--- config.mk ---
export PLATFORM = sky130hd
export DESIGN_NAME = vending_fsm_multi
export DESIGN_NICKNAME = d
export VERILOG_FILES = /design/src/rtl/vending_fsm_multi.sv
export SDC_FILE = /design/constraint.sdc
export NUM_CORES = 1
export LEC_CHECK = 0
export BUFFER_PORTS_ARGS = -buffer_cell sky130_fd_sc_hd__buf_2
export CORE_MARGIN = 10
export CORE_UTILIZATION = 40
export CTS_CLUSTER_DIAMETER = 60
export DETAILED_ROUTE_END_ITERATION = 16
export GPL_TIMING_DRIVEN = 0
export SLEW_MARGIN = 20
export SYNTH_ARGS = -nofsm -noshare
export SYNTH_HDL_FRONTEND = slang
export SYNTH_SLANG_ARGS = --single-unit
--- constraint.sdc ---
create_clock -name clk -period 3.21 [get_ports clk]
set_input_delay 0.4815 -clock clk [delete_from_list [all_inputs] [get_ports clk]]
set_output_delay 0.4815 -clock clk [all_outputs]
set_load 0.05 [all_outputs]
--- src/rtl/vending_fsm_multi.sv ---
// Multi-product coin vending controller with overflow rejection, refund and change return.
// Optional idle auto-refund built when VEND_TIMEOUT_EN is defined.
module vending_fsm_multi #(
    parameter int NUM_PROD = 4,
    parameter int CRED_W = 6,
    parameter logic [NUM_PROD*CRED_W-1:0] PRICES = {6'd5, 6'd4, 6'd3, 6'd2},
    parameter int COIN1_VAL = 2,
    parameter int COIN2_VAL = 3,
    parameter int COIN3_VAL = 4,
    parameter int TIMEOUT_CYC = 255
) (
    input  logic                clk,
    input  logic                reset_n,
    input  logic [1:0]          moneda,
    input  logic [NUM_PROD-1:0] comprar,
    input  logic                cancelar,
    output logic [NUM_PROD-1:0] listo,
    output logic [NUM_PROD-1:0] vend,
    output logic [CRED_W-1:0]   total,
    output logic                cambio,
    output logic                coin_rej,
    output logic                busy,
    output logic                tmo
);

    typedef enum logic [1:0] {IDLE, CREDIT, VEND, CHANGE} state_t;

    localparam logic [CRED_W:0] C1 = (CRED_W+1)'(COIN1_VAL);
    localparam logic [CRED_W:0] C2 = (CRED_W+1)'(COIN2_VAL);
    localparam logic [CRED_W:0] C3 = (CRED_W+1)'(COIN3_VAL);

    state_t state_q, state_n;
    logic [CRED_W-1:0] credit_q, credit_n, price_sel;
    logic [NUM_PROD-1:0] sel_q, sel_n, afford, buy_oh;
    logic [CRED_W:0] coin_v, sum;
    logic rej_q, rej_n, tmo_q, tmo_n;
    logic coin_in, coin_acc, tmo_hit;

    always_comb begin
        coin_v = '0;
        case (moneda)
            2'b01:   coin_v = C1;
            2'b10:   coin_v = C2;
            2'b11:   coin_v = C3;
            default: coin_v = '0;
        endcase
    end

    assign coin_in = (moneda != 2'b00);
    assign sum = {1'b0, credit_q} + coin_v;

    // Lowest affordable requested product wins.
    always_comb begin
        afford = '0;
        buy_oh = '0;
        price_sel = '0;
        for (int i = 0; i < NUM_PROD; i++)
            afford[i] = credit_q >= PRICES[i*CRED_W +: CRED_W];
        for (int i = NUM_PROD - 1; i >= 0; i--) begin
            if (comprar[i] && afford[i]) begin
                buy_oh = '0;
                buy_oh[i] = 1'b1;
                price_sel = PRICES[i*CRED_W +: CRED_W];
            end
        end
    end

    always_ff @(posedge clk) begin
        if (!reset_n) begin
            state_q  <= IDLE;
            credit_q <= '0;
            sel_q    <= '0;
            rej_q    <= 1'b0;
            tmo_q    <= 1'b0;
        end else begin
            state_q  <= state_n;
            credit_q <= credit_n;
            sel_q    <= sel_n;
            rej_q    <= rej_n;
            tmo_q    <= tmo_n;
        end
    end

    always_comb begin
        state_n  = state_q;
        credit_n = credit_q;
        sel_n    = sel_q;
        coin_acc = 1'b0;
        tmo_n    = 1'b0;
        unique case (state_q)
            IDLE: begin
                if (coin_in && !sum[CRED_W]) begin
                    coin_acc = 1'b1;
                    credit_n = sum[CRED_W-1:0];
                    state_n  = CREDIT;
                end
            end
            CREDIT: begin
                if (cancelar) begin
                    state_n = CHANGE;
                end else if (|buy_oh) begin
                    state_n  = VEND;
                    sel_n    = buy_oh;
                    credit_n = credit_q - price_sel;
                end else if (coin_in && !sum[CRED_W]) begin
                    coin_acc = 1'b1;
                    credit_n = sum[CRED_W-1:0];
                end else if (tmo_hit) begin
                    state_n = CHANGE;
                    tmo_n   = 1'b1;
                end
            end
            VEND: begin
                state_n = (credit_q != '0) ? CHANGE : IDLE;
            end
            CHANGE: begin
                if (credit_q != '0)
                    credit_n = credit_q - 1'b1;
                if (credit_q <= CRED_W'(1))
                    state_n = IDLE;
            end
            default: state_n = IDLE;
        endcase
        rej_n = coin_in && !coin_acc;
    end

`ifdef VEND_TIMEOUT_EN
    localparam int TW = $clog2(TIMEOUT_CYC + 1);
    localparam logic [TW-1:0] TMO_LAST = TW'(TIMEOUT_CYC - 1);

    logic [TW-1:0] cnt_q, cnt_n;
    logic buy_rej;

    assign buy_rej = (|comprar) && !(|buy_oh);
    assign tmo_hit = (state_q == CREDIT) && (cnt_q >= TMO_LAST);

    // Any activity or fresh entry into CREDIT restarts the idle count.
    always_comb begin
        cnt_n = '0;
        if (state_q == CREDIT && state_n == CREDIT && !coin_acc && !buy_rej)
            cnt_n = cnt_q + TW'(1);
    end

    always_ff @(posedge clk) begin
        if (!reset_n)
            cnt_q <= '0;
        else
            cnt_q <= cnt_n;
    end
`else
    localparam int unused_tmo_cyc = TIMEOUT_CYC;
    assign tmo_hit = 1'b0;
`endif

    always_comb begin
        listo = '0;
        vend  = '0;
        if (state_q == CREDIT)
            listo = afford;
        if (state_q == VEND)
            vend = sel_q;
    end

    assign total    = credit_q;
    assign cambio   = (state_q == CHANGE);
    assign busy     = (state_q == VEND) || (state_q == CHANGE);
    assign coin_rej = rej_q;
    assign tmo      = tmo_q;

endmodule

### Yosys cells after proc, flatten, opt, wreduce, memory -nomap -nowiden

Cells that the tools add are included.

* bits in registers: 13
* output and inout bits: 18

* bitwise logic cells: 1
* add/sub/neg operators: 3
* reductions and logical operators: 17
* magnitude comparators: 5
* eq/ne operators: 11
* muxes and demuxes: 26

Operator list (number)
* two-way mux 6 bit: 7
* two-way mux 4 bit: 6
* case mux 6 bit (3 select lines): 1
* greater-or-equal comparator 6 x 2 -> 1 bit (second input constant): 2
* greater-or-equal comparator 6 x 3 -> 1 bit (second input constant): 2
* two-way mux 2 bit: 5
* case mux 3 bit (3 select lines): 1
* AND reduction 3 bit: 3
* equality test 2 bit (second input constant): 4
* case mux 2 bit (4 select lines): 1
* adder 6 x 7 -> 7 bit: 1
* <= comparator 6 x 1 -> 1 bit (second input constant): 1
* logical AND 1 bit: 6
* nonzero test 6 bit: 1
* subtractor 6 x 1 -> 6 bit (second input constant): 1
* subtractor 6 bit: 1
* equality test 2 x 1 -> 1 bit (second input constant): 2
* != test 2 x 1 -> 1 bit (second input constant): 2
* != test 2 bit (second input constant): 2
* OR reduction 4 bit: 1
* two-way mux 1 bit: 3
* two-way mux 3 bit: 1
* != test 3 bit (second input constant): 1
* nonzero test 3 bit: 1
* other kinds (6): 7

### Depth between registers and ports, before layout

Gate-level depths: netlist of the first run.

* depth in word-level cells: 12
* gate-level depth with buffers: 15
* depth with buffers taken out: 15

### Worst setup path after synthesis of the first run

OpenSTA, ideal clock, no wires.

* path type: reg2reg
* from: reg credit_q[2] (netlist: total[2])
* to: reg credit_q[5] (netlist: total[5])
* stages on the path, launching flop included: 15
* slack: 80 ps
* path buffers: 2
* setup time: 127 ps
* period minus slack after synthesis: 3130 ps
* required time: 3083 ps
* arrival: 3003 ps
* cells stage by stage: dfxtp_1 > buf_6 > or4_1 > clkbuf_2 > o21ai_0 > nand2_1 > inv_1 > o211ai_1 > ha_1 > a21oi_1 > o21ai_0 > nor3_1 > nand2b_1 > a221oi_2 > or3_1

* longest elaborated chain between the ends: 10
* elaborated cells on any way between the ends: 30
* classes of those cells: 3 x add/sub; 4 x order compare; 1 x eq/ne; 13 x mux; 9 x reduce/logical

RTL lines
* from (decl): line 33 `logic [CRED_W-1:0] credit_q, credit_n, price_sel;`
* from (signal assigned): line 77 `credit_q <= credit_n;`
* greater-or-equal comparator 6 x 3 -> 1 bit: line 58 `afford[i] = credit_q >= PRICES[i*CRED_W +: CRED_W];`
* logical AND 1 bit: line 60 `if (comprar[i] && afford[i]) begin`
* two-way mux 3 bit / two-way mux 4 bit (equally long branches): line 60
* two-way mux 6 bit / two-way mux 4 bit (equally long branches) (3 in a row): line 60
* subtractor 6 bit / OR reduction 4 bit (equally long branches): line 104, 101
* two-way mux 6 bit: line 101 `end else if (|buy_oh) begin`
* two-way mux 6 bit: line 99 `if (cancelar) begin`
* case mux 6 bit (3 select lines): line 90 `unique case (state_q)`

Parallel ways exist; a longest one is shown, timed or not. The select of a mux whose other input is x is not followed.
A chain may end at the register's enable or synchronous reset.

### Worst setup path in the final report of the first run

Ends and elaborated chain as after synthesis.

==> results of run 1 <==
worst register-to-register path, stage by stage (launching register included):
cell      delay [ns]
dfxtp_1         0.35
buf_6           0.15
or4_1           0.50
buf_2           0.18
o21ai_1         0.16
nand2_1         0.11
inv_1           0.09
o211ai_1        0.10
ha_1            0.36
a21oi_2         0.16
o21ai_2         0.09
nor3_2          0.14
nand2b_1        0.15
a221oi_2        0.06
or3_1           0.31
state kept, by name (all words and copies together), names as in the netlist:
signal / cells
total: 6
sel_q: 4
coin_rej: 1
state_q: 2
layout by cell type, fill, tap and decap left out, drive strengths merged, types with 2 or more instances in the layout:
master	instances
a21boi	2
a211oi	5
a32oi	3
xnor2	2
nor3b	3
mux2i	3
a21o	4
dfxtp	13
nor3	8
a21oi	15
and3	6
xor2	4
nand2b	5
ha	13
o22ai	2
or3	3
inv	8
clkbuf	10
fa	2
nand2	17
buf	31
a22oi	2
o31ai	3
nor2b	6
nor2	19
o21ai	12
nand3	3
nand4	2
metal layers:
| metal | vias up | track usage (%) |
|---|---|---|
| met2 | 52 | 21.4 |
| met1 | 702 | 16.2 |
| met5 | - | 0 |
| met4 | 0 | 5.46 |
| li1 | 745 | - |
| met3 | 14 | 4.39 |
cell families (layout without fill, tap and decap cells):
group,after synthesis,after routing,share of synthesized area (%)
buf+inv,20,49,6.81
fa+ha+maj,15,15,14.1
other cells,1,1,0.262
flops,13,13,18.2
mux,3,3,2.09
xor+xnor,6,6,3.66
simple gates,76,76,27.4
compound gates,57,57,27.5
through the flow:
| step | area, um^2 | util [%] | hold slack, ns |
|---|---|---|---|
| global route | 1680 | 49.4 | 0.458 |
| detailed placement | 1620 | 47.7 | 0.446 |
| global placement | 1620 | 47.7 | 0.434 |
| finish | 1680 | 49.4 | 0.456 |
| floorplan | 1430 | - | 0.426 |
| CTS | 1640 | 48.5 | 0.458 |
synth_stat cells (2+ instances only):
master	instances	share of area, %
a211oi_1	5	2.6
a21o_1	4	2.1
a21oi_1	14	4.9
a22oi_1	2	1.0
a32oi_1	3	1.8
and3_1	6	2.6
buf_2	2	0.70
buf_6	2	1.6
clkbuf_1	6	1.6
dfxtp_1	13	18
fa_1	2	2.8
ha_1	13	11
inv_1	8	2.1
mux2i_1	3	2.1
nand2_1	17	4.5
nand2b_1	5	2.2
nand3_1	3	1.0
nand4_1	2	0.87
nor2_1	19	5.0
nor2b_1	6	2.6
nor3_1	8	2.8
nor3b_1	3	1.6
o21ai_0	12	4.2
o22ai_1	2	0.87
o31ai_1	3	1.6
or3_1	3	1.3
xnor2_1	2	1.2
xor2_1	4	2.4
worst max-delay path by stage:
stage	start	endpoint	slack (ns)	cells past startpoint
2_1_floorplan	total[2]	total[5]	0.08	14
3_3_place_gp	total[2]	total[5]	0.05	14
3_5_place_dp	total[2]	total[5]	0.02	14
4_1_cts	total[2]	total[5]	0.02	14
5_1_grt	total[2]	total[4]	-0.01	13
6_report	total[2]	total[5]	0.20	14
report_power, final:
group          leakage [nW]  switching [mW]  total [mW]  internal (mW)
sequential            0.107          0.0723       0.288          0.216
combinational         0.660            1.03        1.59          0.553
clock                0.0150          0.0632       0.112         0.0485
cell type report:
class | instances | area (um^2)
plain buffers | 12 | 67.6
clock buffers | 4 | 26.3
fillers | 331 | 1710
inverters | 8 | 30.0
multi-input cells | 158 | 1100
flip-flops and latches | 13 | 265
well taps | 46 | 57.6
repair buffers | 25 | 125
timing repair:
action                                  CTS  global route
pin swaps                                 1             3
resized for setup                         1            12
endpoints found under the setup margin    1             2
gates cloned                              0             0
==> metrics, run 1 <==
Tcrit/Tclk final a little over nine tenths; worst r2r src total[2]; #FFs+latches synth 13; met3 WL post-DR around 270 um; Ys Warns 0; dpl ws roughly 0.015 ns; vias in the first global route between 1000 and 1500; FP Rows 21; crit path cell chain buf_6, or4_1, buf_2, o21ai_1, nand2_1, inv_1, o211ai_1, ha_1, a21oi_2, o21ai_2, nor3_2, nand2b_1, a221oi_2, or3_1; Leak slightly below 0.8 nW; CP delay by family, top simple AND/OR/NAND/NOR gates; clk_lat worst skew roughly 0.30 ns; average routed wire per standard cell about 15 um; asr flop ratio synth 0%; CP max FO 7; Inst Count DP approximately 260; Synthesized Nets about 220; initial antenna violation count 0; Port Buffers 25; IR drop worst, VDD around 0.45 mV; clock transition at the registers of the reported paths roughly 0.090 ns; CTS tree done; min-delay worst type flip-flop to flip-flop; ys flop type dfxtp_1; post-route minimum period 3.01 ns; drt drc 0; Power Total ~2 mW; Max-slew headroom about three fifths; Setup CP Type flip-flop to flip-flop; Final nets between 200 and 250; CP startpoint kind flip-flop; DR vias/cell 5.69; Worst Skew around 0.004 ns; Met1 Wirelength 1.83 mm; outcome complete, no violations; measured slew at the worst slew-check pin around 0.59 ns; Reg-to-Reg End total[5]; die area about 0.0064 mm^2; synth unique cells between 40 and 50; PwrDens around 1200 mW/mm^2; hold buffer count at cts 0; die width 79.9 um; final setup fails 0; post-route antenna net violation count 0; Avg Inst Size Synth between 7 and 8 um^2; FMAX ~330 MHz; CTS sink cnt 13; H-Tree Depth 1; CTS Root Cell clkbuf_4; Slew Viols, Final 0; first-pass GRT wire length around 7 mm; Worst path max stage delay around 0.50 ns; DPL Wire Length between 3 and 4 mm; required time worst endpoint 3.40 ns; num ports 27; share of layout cells above drive strength 1 21.8%; CTS Buf Count 3; Arr. time, crit path 3.19 ns; First DRT Iteration DRCs 174; clk buf depth 2; Slowest-stage cell, CP or4_1; area grow syn2layout 16.8%; die height around 80 um; largest net degree at the start of global routing 12; sequential element share of the synthesized area 18.2%; non-filler cells, final between 200 and 300; RSZ-0062 raised after global routing true; Final Hold Viols 0; r2r setup slk 0.20 ns; Worst Hold Path EP sel_q[3]; R2R depth 14; hold path cells 2; max cap viols 0; Post-synth EDFFs 0; Routed WL roughly 4.1 mm; WP buf/inv 3; Pre-antenna DRT Iters 4; Setup crit end kind flip-flop; Core Area 0.00339 mm^2; initial core utilization a little over two fifths; hold_sp sel_q[3]; ANT cells 0; TNS Setup 0 ns; synthesized instance count between 150 and 200; final setup margin about 0.20 ns; Synth Cell Area about 0.0014 mm^2; total track usage about 13%; gp weighted congestion 0.885; total global routing overflow 0; post-CTS setup buffers 0; vias between 1500 and 2000; Top Layer Used met4; WL met2 between 1.5 and 2 mm
Note: power is estimated with default switching activity, not from simulation.
==> inputs of run 2 (changes only) <==
--- a/config.mk
+++ b/config.mk
@@ -7,3 +7,3 @@
 export LEC_CHECK = 0
-export BUFFER_PORTS_ARGS = -buffer_cell sky130_fd_sc_hd__buf_2
+export BUFFER_PORTS_ARGS = -buffer_cell sky130_fd_sc_hd__clkbuf_2
 export CORE_MARGIN = 10
--- a/constraint.sdc
+++ b/constraint.sdc
@@ -3,2 +3,2 @@
 set_output_delay 0.4815 -clock clk [all_outputs]
-set_load 0.05 [all_outputs]
+set_load 0.005 [all_outputs]
==> metrics, run 2 (same netlist as run 1, synthesis figures left out) <==
DR vias/cell 5.71; commonest cells after routing, fill and taps aside clkbuf_2 (25), nor2_1 (19), nand2_1 (17); crit path cell chain buf_6, or4_1, buf_2, o21ai_1, nand2_1, inv_1, o211ai_1, ha_1, a21oi_2, o21ai_2, nor3_2, nand2b_1, a221oi_2, or3_1; Max-slew headroom 58.7%; CTS Root Cell clkbuf_4; r2r setup slk between 0.15 and 0.2 ns; First DRT Iteration DRCs approximately 230; Core Area 0.00339 mm^2; worst r2r src total[2]; min-delay worst type flip-flop to flip-flop; crit path capture total[5]; commonest non-fill, non-tap cell in the layout clkbuf_2; num ports 27; Port Buffers 25; design area around 0.0017 mm^2; WP buf/inv 3; Final nets 245; required time worst endpoint 3.39 ns; Routed WL 4.19 mm; Worst path max stage delay 0.49 ns; post-route minimum period a little over 3 ns; die area between 0.006 and 0.007 mm^2; Fill cells 341; outcome complete, no violations; R2R depth 14; area grow syn2layout 17.1%; Final Hold Viols 0; post-CTS setup buffers 0; PwrDens 1050 mW/mm^2; IR drop worst, VDD around 0.40 mV; die width between 70 and 80 um; FP Rows 21; initial core utilization between 40 and 50%; Power Total 1.77 mW; total track usage between 10 and 15%; Setup crit end kind flip-flop; CP Depth 14; clk buf depth 2; Arr. time, crit path ~3.2 ns; Tcrit/Tclk final a little over nine tenths; total global routing overflow 0; die height around 80 um; max FFs per register 6; CTS Buf Count 3; ANT cells 0; hold buffer count at cts 0; CTS tree done; first-pass GRT wire length about 7.3 mm; DPL Wire Length between 3 and 4 mm; Slowest-stage cell, CP or4_1; measured slew at the worst slew-check pin between 0.6 and 0.7 ns; drt drc 0; TNS Setup 0 ns; gp weighted congestion ~0.89; largest net degree at the start of global routing 12; share of layout cells above drive strength 1 a little over a fifth; Placed Area about 0.0016 mm^2; crit path from total[2]; CP max FO 7; Leak just under 0.8 nW; Setup CP Type flip-flop to flip-flop; FMAX around 330 MHz; average routed wire per standard cell 15.7 um; H-Tree Depth 1; RSZ-0062 raised after global routing false; clock transition at the registers of the reported paths 0.09 ns; Inst Count DP between 200 and 300; Pre-antenna DRT Iters 4; initial antenna violation count 0; final setup fails 0; non-filler cells, final ~270; Worst Skew between 0.0009 and 0.001 ns; max cap viols 0; CTS sink cnt 13; Slew Viols, Final 0; clk_lat worst skew a little under 0.3 ns; post-route antenna net violation count 0; vias in the first global route approximately 1500; CP startpoint kind flip-flop; Reg-to-Reg End total[5]; vias ~1500; CP delay by family, top simple AND/OR/NAND/NOR gates
-- run 2: changes by cell type in the layout (fill, tap and decap cells not counted), sizes merged --
cell / delta
buf: -25
clkbuf: +25
-- run 2: where the power goes --
group	internal, mW	total (mW)	switching, mW
combinational	0.552	1.36	0.809
clock	0.0484	0.112	0.0639
sequential	0.217	0.292	0.0758
-- run 2: per-stage QoR --
step / hold WS, ns / utilization [%] / setup WS (ns)
4_1_cts: 0.457 / 48.5 / 0.0250
6_report: 0.453 / 49.5 / 0.158
3_5_place_dp: 0.445 / 47.7 / 0.0427
2_1_floorplan: 0.426 / - / 0.320
3_3_place_gp: 0.434 / 47.7 / 0.0476
5_1_grt: 0.472 / 49.5 / 0.00497
-- run 2: worst min-delay path, stage by stage (launching register included) --
cell      delay (ns)
dfxtp_1         0.32
nand2_1         0.05
a21boi_1        0.05
-- run 2: timing repair --
item,4_1_cts,5_1_grt
gates resized for setup,0,13
hold endpoints to repair,0,0
endpoints found under the setup margin,0,3
-- run 2: how the worst min path moves through the flow --
stage	depth (start not counted)	slack (ns)	start	end
after floorplan	2	0.43	sel_q[3]	sel_q[3]
after global placement	2	0.43	sel_q[3]	sel_q[3]
after detailed placement	2	0.45	sel_q[3]	sel_q[3]
after CTS	2	0.46	sel_q[3]	sel_q[3]
after global routing	3	0.47	reset_n	coin_rej
final	2	0.45	sel_q[3]	sel_q[3]
-- run 2: final cells by class --
| class | count | area, um^2 | share of cell area (%) |
|---|---|---|---|
| multi-input cells | 158 | 1110 | 65.9 |
| flip-flops and latches | 13 | 267 | 15.9 |
| repair buffers | 25 | 125 | 7.45 |
| plain buffers | 12 | 67.6 | 4.02 |
| well taps | 46 | 57.6 | 3.43 |
| inverters | 8 | 30.0 | 1.79 |
| clock buffers | 4 | 26.3 | 1.56 |
-- run 2: metal layers --
metal,track usage (%),vias up,wire length (um)
met3,3.94,8,265
met1,17.0,710,1880
li1,-,750,-
met5,0,-,0
met2,22.1,51,1980
met4,6.34,0,70
==> inputs of run 3 (changes only) <==
Settings changed: CORE_UTILIZATION 40 to 55, CTS_CLUSTER_DIAMETER 60 to 120, MAX_ROUTING_LAYER set to met4, PLACE_DENSITY set to 0.79.
==> metrics, run 3 (same netlist as run 1, synthesis figures left out) <==
outcome complete, no violations; initial core utilization between 50% and 60%; measured slew at the worst slew-check pin roughly 0.65 ns; die height a little over 70 um; min-delay worst type flip-flop to flip-flop; Max-slew headroom 56.1%; IR drop worst, VDD between 0.7 and 0.8 mV; clock transition at the registers of the reported paths 0.08 ns; drt drc 0; FP Rows 18; post-route antenna net violation count 0; DPL Wire Length around 3.2 mm; Final nets roughly 250; commonest non-fill, non-tap cell in the layout clkbuf_2; average routed wire per standard cell 16.2 um; First DRT Iteration DRCs 147; clk buf depth 2; CTS Root Cell clkbuf_4; post-route minimum period about 3.0 ns; PwrDens 1060 mW/mm^2; Port Buffers 25; FMAX 332 MHz; Routed WL approximately 4 mm; commonest cells after routing, fill and taps aside clkbuf_2 (25), nor2_1 (19), nand2_1 (17); num ports 27; initial antenna violation count 0; clk_lat worst skew 0.28 ns; share of layout cells above drive strength 1 about a fifth; final setup margin 0.199 ns; Tcrit/Tclk final 93.8%; total track usage between 15 and 20%; Setup CP Type flip-flop to flip-flop; ANT cells 0; area grow syn2layout 15.1%; dpl ws -0.0435 ns; CTS Buf Count 3; Final Hold Viols 0; Fill cells 234; total global routing overflow 0; Arr. time, crit path 3.19 ns; Slew Viols, Final 0; area occupied by multi-input gates about 0.0011 mm^2; Setup crit end kind flip-flop; final setup fails 0; vias ~1500; DR vias/cell around 6.0; CP startpoint kind flip-flop; Leak between 0.7 and 0.8 nW; RSZ-0062 raised after global routing false; storage element area roughly 260 um^2; required time worst endpoint ~3.4 ns; Pre-antenna DRT Iters 4; Power Total 1.76 mW; CP max FO 7; H-Tree Depth 1; die width roughly 71 um; max FFs per register 6; Core Area between 0.002 and 0.0025 mm^2; largest net degree at the start of global routing 12; CTS sink cnt 13; CTS tree done; Min Hold Slack roughly 0.46 ns; first-pass GRT wire length ~6.7 mm; vias in the first global route 1451; die area 0.00505 mm^2; max cap viols 0; gp weighted congestion 0.902; TNS Setup 0 ns; Final Core Density between 60% and 70%; Worst Skew between 0.001 and 0.0015 ns
==> run 3: per-layer routing <==
layer | global-route usage, % | wire length (um) | vias to the layer above
li1 | - | - | 745
met1 | 18.3 | 1730 | 681
met2 | 25.8 | 1920 | 72
met3 | 4.32 | 335 | 7
met4 | 4.73 | 65 | 0
met5 | - | 0 | -
==> run 3: area by class of cell <==
type / count / share of cell area, %
inverters: 8 / 1.82
clock buffers: 4 / 1.59
plain buffers: 12 / 4.09
flip-flops and latches: 13 / 16.0
repair buffers: 25 / 7.58
well taps: 30 / 2.27
multi-input cells: 158 / 66.6
==> run 3: report_power, final <==
part           switching (mW)  internal, mW  total, mW
Clock                  0.0591        0.0483      0.107
Combinational           0.818         0.542       1.36
Sequential             0.0741         0.215      0.289
==> run 3: worst paths after layout <==
kind	startpoint	slack, ns	end	cells past startpoint
worst min-delay path	sel_q[3]	0.46	sel_q[3]	2
worst max-delay path	total[2]	0.20	total[5]	14
worst min register to register	sel_q[3]	0.46	sel_q[3]	2
worst max register to register	total[2]	0.20	total[5]	14
==> run 3: metrics by stage <==
step / std cells / cell area [um^2]
finish: 250 / 1650
global route: 250 / 1650
CTS: 250 / 1630
detailed placement: 246 / 1600
global placement: 246 / 1600
floorplan: 191 / 1430
==> run 3: worst max-delay path, stage by stage (launching register included) <==
cell	delay, ns
dfxtp_1	0.36
buf_6	0.15
or4_1	0.49
buf_2	0.19
o21ai_2	0.15
nand2_1	0.11
inv_1	0.09
o211ai_1	0.09
ha_1	0.33
a21oi_2	0.17
o21ai_2	0.11
nor3_2	0.14
nand2b_1	0.15
a221oi_2	0.06
or3_1	0.30
==> run 3: what timing repair did <==
item | 4_1_cts | 5_1_grt
hold buffers | 0 | 0
gates resized for setup | 2 | 9
hold endpoints to repair | 0 | 0
setup endpoints to repair | 1 | 5
buffers inserted | 0 | 0
pin swaps | 1 | 2
